--- src/rtl/gate_exhaustive_tester.sv ---
// Exhaustive sequencer for a small combinational gate under test: steps every input
// vector, waits a settle time, compares the gate output to a truth table, reports results.
module gate_exhaustive_tester #(
  parameter int unsigned        N_IN        = 3,
  parameter logic [2**N_IN-1:0] TRUTH_TABLE = 8'h57,
  parameter int unsigned        SETTLE      = 1
) (
  input  logic            clk,
  input  logic            rst_n,
  input  logic            start,
  input  logic            stop_on_fail,
  output logic [N_IN-1:0] dut_in,
  input  logic            dut_out,
  output logic            busy,
  output logic            done,
  output logic            pass,
  output logic [N_IN:0]   err_cnt,
  output logic [N_IN-1:0] first_fail_vec,
  output logic            first_fail_valid
);

  typedef enum logic [1:0] {
    ST_IDLE,
    ST_WAIT,
    ST_CHECK,
    ST_DONE
  } state_t;

  localparam logic [7:0]      SETTLE_LD = 8'(SETTLE - 1);
  localparam logic [N_IN-1:0] VEC_LAST  = '1;
  localparam logic [N_IN-1:0] VEC_ONE   = N_IN'(1);
  localparam logic [N_IN:0]   ERR_ONE   = (N_IN + 1)'(1);

  state_t          r_state;
  logic [N_IN-1:0] r_vec;
  logic [7:0]      r_settle;
  logic            r_sof;
  logic            r_busy;
  logic            r_done;
  logic [N_IN:0]   r_err_cnt;
  logic [N_IN-1:0] r_ff_vec;
  logic            r_ff_valid;
  logic            w_mismatch;

  // Case-inequality so an X/Z gate output is flagged rather than silently matching.
  always_comb begin
    w_mismatch = (dut_out !== TRUTH_TABLE[r_vec]);
  end

  always_ff @(posedge clk or negedge rst_n) begin
    if (!rst_n) begin
      r_state    <= ST_IDLE;
      r_vec      <= '0;
      r_settle   <= '0;
      r_sof      <= 1'b0;
      r_busy     <= 1'b0;
      r_done     <= 1'b0;
      r_err_cnt  <= '0;
      r_ff_vec   <= '0;
      r_ff_valid <= 1'b0;
    end else begin
      case (r_state)
        ST_IDLE, ST_DONE: begin
          if (start) begin
            r_vec      <= '0;
            r_settle   <= SETTLE_LD;
            r_err_cnt  <= '0;
            r_ff_vec   <= '0;
            r_ff_valid <= 1'b0;
            r_done     <= 1'b0;
            r_sof      <= stop_on_fail;
            r_busy     <= 1'b1;
            r_state    <= ST_WAIT;
          end
        end
        ST_WAIT: begin
          if (r_settle == '0) begin
            r_state <= ST_CHECK;
          end else begin
            r_settle <= r_settle - 8'd1;
          end
        end
        ST_CHECK: begin
          if (w_mismatch) begin
            r_err_cnt <= r_err_cnt + ERR_ONE;
            if (!r_ff_valid) begin
              r_ff_vec   <= r_vec;
              r_ff_valid <= 1'b1;
            end
          end
          if ((r_vec == VEC_LAST) || (r_sof && w_mismatch)) begin
            r_busy  <= 1'b0;
            r_done  <= 1'b1;
            r_state <= ST_DONE;
          end else begin
            r_vec    <= r_vec + VEC_ONE;
            r_settle <= SETTLE_LD;
            r_state  <= ST_WAIT;
          end
        end
        default: r_state <= ST_IDLE;
      endcase
    end
  end

  assign dut_in           = r_vec;
  assign busy             = r_busy;
  assign done             = r_done;
  assign pass             = r_done && (r_err_cnt == '0);
  assign err_cnt          = r_err_cnt;
  assign first_fail_vec   = r_ff_vec;
  assign first_fail_valid = r_ff_valid;

endmodule

--- config.mk ---
export PLATFORM = sky130hd
export DESIGN_NAME = gate_exhaustive_tester
export DESIGN_NICKNAME = d
export VERILOG_FILES = /design/src/rtl/gate_exhaustive_tester.sv
export SDC_FILE = /design/constraint.sdc
export NUM_CORES = 1
export LEC_CHECK = 0
export ABC_AREA = 0
export ABC_CLOCK_PERIOD_IN_PS = 5900
export BUFFER_PORTS_ARGS = -buffer_cell sky130_fd_sc_hd__buf_2
export CAP_MARGIN = 10
export CORE_MARGIN = 2
export CORE_UTILIZATION = 30
export CTS_CLUSTER_SIZE = 12
export DETAILED_ROUTE_END_ITERATION = 8
export GPL_TIMING_DRIVEN = 0
export SETUP_SLACK_MARGIN = 0.4
export SLEW_MARGIN = 5
export SYNTH_ARGS = -nofsm -noshare
export SYNTH_HDL_FRONTEND = slang
export SYNTH_SLANG_ARGS = --single-unit
export TNS_END_PERCENT = 50
--- constraint.sdc ---
create_clock -name clk -period 5.9 [get_ports clk]
set_input_delay 0.295 -clock clk [delete_from_list [all_inputs] [get_ports clk]]
set_output_delay 0.295 -clock clk [all_outputs]
set_load 0.02 [all_outputs]
# Word-level counts from Yosys, hierarchy flattened
# Memories as Yosys holds them, arrays and structs flattened.
# Index checks and enable logic that the tools add are counted.
# W data, S select, Z words.
word_totals:
  wordCells: 67
  output_inout_bits: 14
  mem_count: 1
  latch_bits: 0
  rom_bits: 8
  reg_bits: 24
  in_bits: 5
  ram_bits: 0
classes:
  eq_ne: 12
  n_mux: 26
  bitwise: 0
  n_reduce_logical: 15
  shifts: 0
  div: 0
  addsub: 3
  magnitude_cmp: 1
  n_mul: 0
mem_list:
  columns: ["memory", "words", "word_bits", "read_ports", "rd_clocked_by_memory_dff", "wr", "line", "source"]
  rows:
  - ["(no name shown)", 8, 1, 1, 0, 0, "47", "w_mismatch = (dut_out !== TRUTH_TABLE[r_vec]);"]
ops:
  columns: ["operator", "n"]
  rows:
  - ["$mux W8", 3]
  - ["$pmux W8 S3", 1]
  - ["$ne A2 B2 Y1 const B", 7]
  - ["$mux W3", 4]
  - ["$pmux W3 S2", 2]
  - ["$reduce_and A3 Y1", 4]
  - ["$logic_not A8 Y1", 1]
  - ["$mux W4", 2]
  - ["$pmux W4 S2", 1]
  - ["$sub A8 B1 Y8 const B", 1]
  - ["$mux W1", 6]
  - ["$mux W2", 3]
  - ["$pmux W1 S2", 3]
  - ["$pmux W2 S3", 1]
  - ["$add A4 B1 Y4 const B", 1]
  - ["$eq A2 B2 Y1 const B", 2]
  - ["$logic_not A4 Y1", 1]
  - ["$lt A3 B4 Y1 const B", 1]
  - ["$reduce_and A2 Y1", 2]
  - ["$reduce_and A4 Y1", 1]
  - ["$add A3 B1 Y3 const B", 1]
  - ["$eq A3 B3 Y1 const B", 1]
  - ["$eq A2 B1 Y1 const B", 1]
  - ["$logic_and A1 B1 Y1", 2]
  - ["5 further kinds", 5]

# Depth between registers and ports, before layout
# Gate-level depths: netlist of the first run.
depth:
  depth_word: 7
  ltp_mapped: 8
  ltp_nobuf: 6

# Least setup slack after synthesis of the first run
# Ideal clock, no wire load.
synth_path:
  path_kind: "reg-to-reg"
  from: "register r_vec[0], in the netlist dut_in[0]"
  to: "register r_vec[0], in the netlist dut_in[0]"
  t_arrival_ns: 1.899
  required_ns: 5.775
  path_buffers: 1
  path_stages_with_launch: 7
  path_slack_ns: 3.876
  setup_ns: 0.125
  period_less_slack_ns: 2.024
  cell_sequence: "dfrtp_1 -> ha_1 -> mux2i_2 -> mux2i_1 -> buf_6 -> or3b_4 -> mux2_2"
synth_via:
  elab_chain_len: 7
  word_cells_on_any_way: 11
  cone_classes: "add/sub: 1; eq/ne: 3; mux: 3; reduce/logical: 3; memory: 1"
synth_lines:
  columns: ["element", "line", "source"]
  rows:
  - ["start: declaration", "35", "logic [N_IN-1:0] r_vec;"]
  - ["start signal: assignment", "96", "r_vec <= r_vec + VEC_ONE;"]
  - ["$mem_v2 Z8 W1", null, null]
  - ["$mux W1 (not written as such)", "47", null]
  - ["$nex A1 B1 Y1", "47", null]
  - ["$logic_and A1 B1 Y1", "91", "if ((r_vec == VEC_LAST) || (r_sof && w_mismatch)) begin"]
  - ["$logic_or A1 B1 Y1", "91", null]
  - ["$ne A2 B2 Y1 (no source line)", null, null]
  - ["$reduce_and A3 Y1 (no source line)", null, null]
# Several ways; a longest one is shown, not always the timed one. The select of a mux whose other input is x is not followed.
# A chain may end at the register's enable or synchronous reset.

# Worst setup path in the final report of the first run
layout_path:
  from: "register r_state[1]"
  to: "register r_settle[6]"
layout_via:
  elab_chain_len: 4
  word_cells_on_any_way: 10
  cone_classes: "eq/ne: 6; mux: 1; reduce/logical: 3"
layout_lines:
  columns: ["element", "line", "source"]
  rows:
  - ["start: declaration", "34", "state_t r_state;"]
  - ["start signal: assignment", "52", "r_state <= ST_IDLE;"]
  - ["start signal: assignment", "73", "r_state <= ST_WAIT;"]
  - ["start signal: assignment", "78", "r_state <= ST_CHECK;"]
  - ["$eq A2 B2 Y1 / $logic_not A2 Y1 (equally long branches)", "62", "case (r_state)"]
  - ["$reduce_or A2 Y1", "62", null]
  - ["$ne A2 B2 Y1 (no source line)", null, null]
  - ["$reduce_and A3 Y1 (no source line)", null, null]
  - ["end signal: assignment", "80", "r_settle <= r_settle - 8'd1;"]
  - ["end: declaration", "36", "logic [7:0] r_settle;"]
# Several ways; a longest one is shown, not always the timed one.

==> run_results.csv, run 1 <==
group,metric,value,unit
cts,post_cts_resized,0,
sta,fin_setup_tns,0,ps
logic_synthesis,yosysTopAreaCell,"dfrtp_1",
logic_synthesis,netlist_top_cells_count,"dfrtp_1, o21ai_0, nand2_1",
outcome,status,"complete, but fails checks",
detailed_routing,dr_total_vias,1106,
logic_synthesis,synthFlopType,"dfrtp_1",
sta,hold_viol_final,24,
cts,root_buffer,"clkbuf_8",
cts,h-tree-depth,1,
detailed_routing,routedWlPerCell,14.1,um
logic_synthesis,synth_edf_count,0,
global_route,grt_pass1_vias,1121,
sta,setup_viol,0,
cts,cts_buffer_depth,2,
logic_synthesis,synth_top_area_frac,0.429,
layout,layout.nets,172,
logic_synthesis,syn-instance-count,134,
placement,dp_hpwl,2.19,mm
worst_setup_path,cp_max_fo,9,
global_route,grt_overflow,0,
layout,diodes,0,
worst_setup_path,cp_data_arrival_time,2380,ps
detailed_routing,ant_nets,0,
sta,drv_slew,0,
worst_setup_path,rr_endpoint,"r_settle[6]",
global_route,gr-usage-all-layers,0.130,
logic_synthesis,yosys_warnings,0,
layout,fin_area,1630,um^2
worst_setup_path,r2r_start,"r_state[1]",
worst_setup_path,reg2regPathDepth,7,
floorplan,ios,19,
floorplan,num_rows,24,
detailed_routing,drtPass1Iterations,4,
sta,slew_headroom,0.644,
sta,fin_crit,2240,ps
global_route,grt_first_pass_wirelength,5.33,mm
placement,place.gp.congestion,0.785,
worst_setup_path,path_class,"register to register",
cts,cts_buffers,3,
worst_setup_path,crit_path_end_kind,"register",
cts,cts_tree,"yes",
sta,fin_skew,3.21,ps
detailed_routing,drt_iter0_markers,51,
logic_synthesis,syn_area,1400,um^2
outcome,violations,"negative hold slack",
power,total_power,316,uW
sta,hold-worst-slack,-10.9,ps
floorplan,die_height,72.3,um
cts,clk_latency,270,ps
logic_synthesis,async_flop_share,1.00,
logic_synthesis,synth.distinct_cells,44,
sta,max_freq,0.446,GHz
cts,clkTransAtPathRegs,90,ps
worst_setup_path,r2r_setup_slack,3660,ps
detailed_routing,wl,2.94,mm
placement,placed_area,1560,um^2
logic_synthesis,yosysMostFrequentCell,"dfrtp_1",
logic_synthesis,netlist_top_cells_area,"dfrtp_1, ha_1, o21ai_0",
power,max-vdd-ir-drop,0.0970,mV
worst_setup_path,required,6040,ps
logic_synthesis,synth.avg_cell_area,10.4,um^2
sta,tightestPinTransition,531,ps
global_route,grt_max_degree,25,
floorplan,fp.dieW,72.3,um
sta,period_share,0.380,
global_route,antenna_found_initial,0,
floorplan,initial_utilization,0.317,
layout,drive_gt1_frac,0.199,
logic_synthesis,yosysSeqAreaShare,0.429,
power,p_per_area,194,nW/um^2
min_path,min_path_type,"input port to asynchronous set/reset pin",
cts,cts.sinks,24,
logic_synthesis,yosys_register_bits,24,
flow_run,drv_cap,0,
detailed_routing,drc,0,
cts,hold_buffers,0,
layout,area_delta_synth_final,16.2,%
power,total_leakage_power,0.000779,uW
placement,io_buffers,18,
detailed_routing,via_per_inst,5.32,
logic_synthesis,synth_fp_nets,149,
floorplan,design.core.area,4410,um^2
worst_setup_path,startpoint_type,"register",
sta,rsz0062_at_grt,"no",
floorplan,die_area,5230,um^2
cts,cts_setup_buffers,0,
[per-stage QoR]
| step | setup WS, ps | cells | util | hold slack, ps |
|---|---|---|---|---|
| after floorplan | 3880 | 134 | - | -0.591 |
| after global placement | 3700 | 204 | 0.352 | 305 |
| after detailed placement | 3660 | 204 | 0.352 | 307 |
| after CTS | 3640 | 208 | 0.368 | 7.21 |
| after global routing | 3460 | 208 | 0.368 | 25.6 |
| final | 3660 | 208 | 0.368 | -10.9 |
[per-layer routing]
metal,vias up,part of all wire,track usage
met2,24,0.46,0.204
met1,538,0.48,0.174
met3,4,0.047,0.0389
met4,0,0.0099,0.0356
met5,-,0,0
li1,540,-,-
[cells in the final DEF, fill, tap and decap left out, types with 2 or more instances in the layout]
master    instances
nand3b_1          6
nand2b_1          3
a32o_1            4
clkbuf_1          2
a21oi_1           2
dfrtp_1          24
nand3_1           3
inv_1             8
ha_1             10
o221ai_1          4
a22o_1            4
mux2i_1           3
buf_2            19
mux2_2            3
o21ai_0          13
clkbuf_8          3
nor2_1            3
nand2_1          11
xnor2_1           2
nor3_1            2
a21o_1            2
[final cells by class]
class                           count  area [um^2]
Inverter                            8         30.0
Clock inverter                      1         30.0
Buffer                              4         23.8
Multi-Input combinational cell     98          746
Fill cell                         452         2790
Tap cell                           52         65.1
Timing Repair Buffer               18         90.1
Clock buffer                        3         41.3
Sequential cell                    24          601
[flip-flops by register name (all words and copies together) (netlist names)]
register / count
r_sof: 1
done: 1
r_state: 2
busy: 1
err_cnt: 4
first_fail_vec: 3
r_settle: 8
dut_in: 3
first_fail_valid: 1
[report_power, final]
group | internal [uW] | total (uW) | switching [uW]
registers | 164 | 164 | 0
logic | 1.53 | 5.99 | 4.47
clock network | 90.8 | 146 | 55.2
total | 257 | 316 | 59.7
[critical path: stages (launching register included)]
cell and delay (ps):
dfrtp_1 410, inv_1 80, ha_1 300, or4bb_1 540, o211ai_2 320, or2_1 140
buf_2 180, o221ai_1 130
[worst max-delay path by stage]
| stage | from | end | slack [ps] | depth (start not counted) |
|---|---|---|---|---|
| 5_1_grt | r_state[1] | r_settle[6] | 3460 | 7 |
| 4_1_cts | r_state[1] | r_settle[7] | 3640 | 7 |
| 2_1_floorplan | dut_in[0] | dut_in[0] | 3880 | 6 |
| 3_3_place_gp | r_state[1] | r_settle[5] | 3700 | 7 |
| 3_5_place_dp | r_state[1] | r_settle[6] | 3660 | 7 |
| 6_report | r_state[1] | r_settle[6] | 3660 | 7 |
[cells by family (layout without fill, tap and decap cells)]
| group | after synthesis | in the layout | synth area share |
|---|---|---|---|
| xor+xnor | 3 | 3 | 0.0188 |
| compound gates | 37 | 37 | 0.190 |
| flops | 24 | 24 | 0.429 |
| fa+ha+maj | 10 | 10 | 0.0894 |
| mux | 7 | 7 | 0.0554 |
| buf+inv | 12 | 34 | 0.0384 |
| simple gates | 41 | 41 | 0.179 |
No activity file was read; power rests on OpenSTA's default activity.
==> run 2: changes to the inputs <==
--- a/config.mk
+++ b/config.mk
@@ -5,8 +5,8 @@
 export SDC_FILE = /design/constraint.sdc
 export NUM_CORES = 1
 export LEC_CHECK = 0
-export ABC_AREA = 0
-export ABC_CLOCK_PERIOD_IN_PS = 5900
+export ABC_AREA = 1
+export ABC_CLOCK_PERIOD_IN_PS = 2000
 export BUFFER_PORTS_ARGS = -buffer_cell sky130_fd_sc_hd__buf_2
 export CAP_MARGIN = 10
 export CORE_MARGIN = 2
==> constraint.sdc (replaced) <==
create_clock -name clk -period 2 [get_ports clk]
set_input_delay 0.1 -clock clk [delete_from_list [all_inputs] [get_ports clk]]
set_output_delay 0.1 -clock clk [all_outputs]
set_load 0.02 [all_outputs]
==> run 2 against run 1 <==
The run now ends clean. Synthesized cell count up 43%. Core utilization is 2.1 points higher. Combinational power increased to 270 times the previous value. Maximum frequency is 48% higher. Worst hold slack better by 72 ps. Register-to-register slack worse by 3200 ps. Sequential share of layout area down 4.0 points. Sequential power rose to 4.4 times the previous value. Global-route usage fell by 0.77 points. Critical path type unchanged.
==> run_results.csv, run 2 <==
group,metric,value,unit
logic_synthesis,synth.distinct_cells,25,
logic_synthesis,yosys_warnings,0,
worst_setup_path,cp_data_arrival_time,1690,ps
flow_run,drv_cap,0,
global_route,grt_first_pass_wirelength,5.37,mm
power,intPower,1540,uW
power,clock_power_share,0.159,
sta,tightestPinTransition,556,ps
layout,final_common_cell,"nand2_1",
logic_synthesis,netlist_top_cells_area,"dfrtp_1, nand2_1, ha_1",
detailed_routing,drt_iter0_markers,36,
detailed_routing,drc,0,
cts,clkTransAtPathRegs,90,ps
layout,regMostFlops,"r_settle",
logic_synthesis,syn-instance-count,191,
floorplan,die_area,5410,um^2
worst_setup_path,startpoint_type,"register",
power,p_sw,1230,uW
layout,area_delta_synth_final,26.1,%
global_route,grt_max_degree,25,
sta,fin_setup_tns,0,ps
sta,slew_headroom,0.629,
worst_setup_path,required,2170,ps
logic_synthesis,synth_top_area_frac,0.414,
outcome,status,"finished clean",
logic_synthesis,yosysMostFrequentCell,"nand2_1",
layout,largest_reg_flops,8,
worst_setup_path,crit_family,"flip-flops",
detailed_routing,routedWlPerCell,10.8,um
logic_synthesis,netlist_top_cells_count,"nand2_1, dfrtp_1, inv_1",
worst_setup_path,cp_max_fo,8,
layout,layout.nets,239,
logic_synthesis,synth_edf_count,0,
floorplan,die_height,73.5,um
cts,cts_tree,"yes",
cts,cts_buffer_depth,2,
logic_synthesis,yosysTopAreaCell,"dfrtp_1",
logic_synthesis,syn_area,1450,um^2
power,p_per_area,1520,nW/um^2
logic_synthesis,yosys_register_bits,24,
logic_synthesis,synth_fp_nets,206,
cts,cts_buffers,3,
global_route,antenna_found_initial,0,
worst_setup_path,path_class,"register to register",
worst_setup_path,path_buf_inv,3,
logic_synthesis,yosysSeqAreaShare,0.414,
detailed_routing,drtPass1Iterations,4,
layout,diodes,0,
power,pwr-share-comb,0.579,
floorplan,ios,19,
layout,final_cell_mix,"nand2_1, dfrtp_1, inv_1",
power,pwr-share-seq,0.262,
sta,period_share,0.759,
min_path,min_path_type,"input port to register",
floorplan,num_rows,25,
logic_synthesis,synth.avg_cell_area,7.59,um^2
global_route,grt_pass1_vias,1235,
logic_synthesis,synthFlopType,"dfrtp_1",
detailed_routing,ant_nets,0,
floorplan,fp.dieW,73.5,um
detailed_routing,dr_total_vias,1320,
placement,io_buffers,18,
detailed_routing,wl,2.99,mm
layout,final_util,0.390,
layout,final_cells,277,
detailed_routing,via_per_inst,4.77,
worst_setup_path,slowest_delay,430,ps
sta,max_freq,0.659,GHz
worst_setup_path,crit_path_end_kind,"register",
sta,drv_slew,0,
sta,fin_skew,5.11,ps
power,total_leakage_power,0.000974,uW
placement,place.gp.congestion,0.785,
floorplan,design.core.area,4690,um^2
cts,root_buffer,"clkbuf_8",
global_route,gr-usage-all-layers,0.122,
cts,clk_latency,270,ps
global_route,grt_overflow,0,
placement,placed_cells,263,
layout,fillerInstances,477,
sta,rsz0062_at_grt,"yes",
cts,cts.sinks,24,
power,swShare,0.443,
logic_synthesis,async_flop_share,1.00,
worst_setup_path,slowest_stage,"dfrtp_1",
cts,h-tree-depth,1,
sta,setup_viol,0,
power,max-vdd-ir-drop,0.667,mV
layout,drive_gt1_frac,0.224,
worst_setup_path,worstPathCellList,"ha_4 > inv_2 > nor2_4 > a21oi_4 > buf_12 > buf_4 > nand4_1 > o21ai_1",
placement,dp_hpwl,2.07,mm
floorplan,initial_utilization,0.309,
sta,fin_crit,1520,ps
sta,hold_viol_final,0,
## run 2: area by class of cell
| cell class | count | area, um^2 | share of cell area |
|---|---|---|---|
| Buffer | 2 | 16.3 | 0.00890 |
| Clock buffer | 3 | 41.3 | 0.0226 |
| Clock inverter | 1 | 30.0 | 0.0164 |
| Inverter | 22 | 83.8 | 0.0459 |
| Multi-Input combinational cell | 143 | 807 | 0.441 |
| Sequential cell | 24 | 602 | 0.329 |
| Tap cell | 54 | 67.6 | 0.0370 |
| Timing Repair Buffer | 28 | 180 | 0.0986 |
## run 2: kinds of logic after synthesis
| kind of cell | count (synthesis) | share of synthesized area |
|---|---|---|
| xor gates and xnor gates | 3 | 0.0181 |
| AOI/OAI and AO/OA | 17 | 0.0768 |
| and+or+nand+nor | 113 | 0.337 |
| DFF | 24 | 0.414 |
| buffers and inverters | 24 | 0.0673 |
| adders and majority gates | 10 | 0.0863 |
## run 2: final timing paths
| kind | slack [ps] | cells past startpoint | startpoint | end |
|---|---|---|---|---|
| max | 480 | 8 | r_state[1] | err_cnt[0] |
| min | 60 | 3 | stop_on_fail | r_sof |
| max reg2reg | 480 | 8 | r_state[1] | err_cnt[0] |
| min reg2reg | 480 | 2 | busy | busy |
| max in group asynchronous | 1270 | 2 | rst_n | dut_in[0] |
| min in group asynchronous | 330 | 2 | rst_n | err_cnt[2] |
## run 2: per-stage QoR
stage          hold slack, ps  cell area [um^2]  setup slack (ps)  power [uW]
2_1_floorplan            -196              1450               431        1720
3_3_place_gp              125              1610               264        1990
3_5_place_dp              129              1610               240        2020
4_1_cts                  55.5              1770               416        2710
5_1_grt                  60.4              1830               359        3050
6_report                 60.9              1830               483        2770
## run 2: power groups by stage
stage	clock network [uW]	logic, uW	registers (uW)
6_report	441	1610	727
5_1_grt	469	1840	747
4_1_cts	452	1530	725
3_5_place_dp	0	1270	741
3_3_place_gp	0	1260	737
2_1_floorplan	0	952	769
## run 2: worst reg2reg max path, cell delays in order (launching register included)
cell and delay, ps:
dfrtp_1 430, ha_4 300, inv_2 60, nor2_4 160, a21oi_4 50, buf_12 140
buf_4 130, nand4_1 70, o21ai_1 70
## run 2: layer usage
layer  vias up  global-route usage  wire, um
met2        25               0.211      1410
met3         2              0.0288       142
met5         -                   0         0
met4         0              0.0242         8
met1       616               0.155      1430
li1        677                   -         -
## run 2: what timing repair did
| action | 4_1_cts | 5_1_grt |
|---|---|---|
| hold endpoints to repair | 24 | 0 |
| pin swaps | 0 | 1 |
| buffers inserted | 6 | 2 |
| setup endpoints to repair | 23 | 21 |
| hold buffers | 1 | 0 |
| gates resized for setup | 6 | 11 |
| gates cloned | 0 | 1 |
==> run 3: changes to the inputs <==
--- a/config.mk
+++ b/config.mk
@@ -5,8 +5,8 @@
 export SDC_FILE = /design/constraint.sdc
 export NUM_CORES = 1
 export LEC_CHECK = 0
-export ABC_AREA = 1
-export ABC_CLOCK_PERIOD_IN_PS = 2000
+export ABC_AREA = 0
+export ABC_CLOCK_PERIOD_IN_PS = 1400
 export BUFFER_PORTS_ARGS = -buffer_cell sky130_fd_sc_hd__buf_2
 export CAP_MARGIN = 10
 export CORE_MARGIN = 2
==> constraint.sdc (replaced) <==
create_clock -name clk -period 1.4 [get_ports clk]
set_input_delay 0.07 -clock clk [delete_from_list [all_inputs] [get_ports clk]]
set_output_delay 0.07 -clock clk [all_outputs]
set_load 0.02 [all_outputs]
==> run 3 against run 2 <==
The run now ends with negative setup slack left. Global-route usage rose by 2.6 points. Power shrank 56%. Sequential power is 4.8% lower. Wire length is 18% higher. Critical path type unchanged. Critical endpoint is now dut_in[0].
==> run_results.csv, run 3 (same netlist as run 1, synthesis figures left out) <==
group,metric,value,unit
cts,clk_latency,270,ps
worst_setup_path,rr_endpoint,"dut_in[0]",
layout,final_common_cell,"dfrtp_1",
cts,cts.sinks,24,
placement,io_buffers,18,
worst_setup_path,required,1570,ps
cts,cts_buffers,3,
detailed_routing,routedWlPerCell,15.4,um
worst_setup_path,cp_max_fo,4,
sta,period_share,1.35,
sta,slew_headroom,0.630,
layout,area_delta_synth_final,45.6,%
floorplan,die_area,5230,um^2
placement,place.gp.congestion,0.741,
detailed_routing,ant_nets,0,
worst_setup_path,startpoint_type,"register",
detailed_routing,drtPass1Iterations,4,
worst_setup_path,path_class,"register to register",
floorplan,design.core.area,4410,um^2
worst_setup_path,reg2regPathDepth,8,
cts,cts_tree,"yes",
layout,largest_reg_flops,8,
sta,tightestPinTransition,555,ps
min_path,min_path_type,"input port to register",
worst_setup_path,cp_data_arrival_time,2050,ps
min_path,hp-start,"stop_on_fail",
sta,rsz0062_at_grt,"yes",
sta,fin_crit,1890,ps
global_route,grt_overflow,0,
layout,final_cell_mix,"dfrtp_1, buf_4, buf_2",
global_route,gr-usage-all-layers,0.148,
sta,fin_skew,2.04,ps
placement,dp_hpwl,2.23,mm
cts,clkTransAtPathRegs,90,ps
detailed_routing,via_per_inst,5.31,
global_route,grt_pass1_vias,1309,
cts,root_buffer,"clkbuf_8",
floorplan,num_rows,24,
layout,diodes,0,
global_route,grt_first_pass_wirelength,6.13,mm
layout,drive_gt1_frac,0.480,
floorplan,fp.dieW,72.3,um
power,max-vdd-ir-drop,0.385,mV
flow_run,drv_cap,0,
min_path,holdPathEnd,"r_sof",
detailed_routing,drt_iter0_markers,40,
worst_setup_path,r2r_start,"r_state[0]",
sta,max_freq,0.530,GHz
floorplan,ios,19,
power,total_leakage_power,0.000905,uW
power,p_per_area,599,nW/um^2
outcome,status,"complete, but fails checks",
layout,layout.nets,193,
detailed_routing,dr_total_vias,1215,
floorplan,initial_utilization,0.317,
detailed_routing,wl,3.53,mm
min_path,holdPathStages,2,
floorplan,die_height,72.3,um
global_route,grt_max_degree,25,
worst_setup_path,crit_path_end_kind,"register",
global_route,antenna_found_initial,0,
sta,drv_slew,0,
sta,setup_viol,23,
layout,regMostFlops,"r_settle",
sta,worst_slack,-486,ps
sta,hold_viol_final,0,
outcome,violations,"negative setup slack",
worst_setup_path,r2r_setup_slack,-490,ps
detailed_routing,drc,0,
sta,hold-worst-slack,45.3,ps
placement,pre_cts_ws,-651,ps
cts,h-tree-depth,1,
cts,cts_buffer_depth,2,
-- run 3: routing by layer --
layer,GRT usage,vias up,part of all wire
met5,0,-,0
met4,0.0377,0,0.010
met3,0.0306,5,0.031
met2,0.263,19,0.53
met1,0.183,609,0.43
li1,-,582,-
-- run 3: worst max-delay path by stage --
stage / start / cells after the start / end / slack [ps]
after floorplan: dut_in[0] / 6 / dut_in[0] / -460
after global routing: r_state[0] / 8 / dut_in[0] / -560
final: r_state[0] / 8 / dut_in[0] / -490
after CTS: r_state[1] / 7 / r_settle[5] / -480
after global placement: r_state[1] / 7 / r_settle[5] / -650
after detailed placement: r_state[1] / 7 / r_settle[5] / -650
-- run 3: repair_timing --
item	CTS	global route
endpoints found under the setup margin	26	29
pin swaps	10	12
hold endpoints to repair	24	0
hold buffers	1	0
gates resized for setup	26	20
buffers inserted	17	3
-- run 3: critical path, stage by stage, from the launching register on --
cell and delay [ps]:
dfrtp_1 430, inv_2 80, ha_4 170, buf_8 120
nand3b_1 90, mux2i_2 90, buf_6 130, or3b_4 400
mux2_4 260
-- run 3: through the flow --
stage | cells | power, uW | instance area, um^2 | setup TNS [ps] | utilization
2_1_floorplan | 134 | 711 | 1470 | -6740 | -
6_report | 229 | 1220 | 2040 | -7700 | 0.462
3_5_place_dp | 204 | 734 | 1620 | -11250 | 0.368
4_1_cts | 226 | 1230 | 1930 | -7700 | 0.437
5_1_grt | 229 | 1280 | 2040 | -9720 | 0.462
3_3_place_gp | 204 | 733 | 1620 | -10420 | 0.368
-- run 3: final cells by class --
cell class              count  area (um^2)
multi-input cells          98          968
flip-flops and latches     24          604
well taps                  52         65.1
fillers                   407         2380
clock buffers               4         55.1
repair buffers             39          274
plain buffers               4         41.3
inverters                   8         30.0
-- run 3: where the power goes --
part	leakage [uW]	total, uW	switching [uW]	internal [uW]
Clock	0.0000288	490	239	252
Sequential	0.000294	692	0	692
Combinational	0.000582	38.6	25.8	12.8
Total	0.000905	1220	264	957
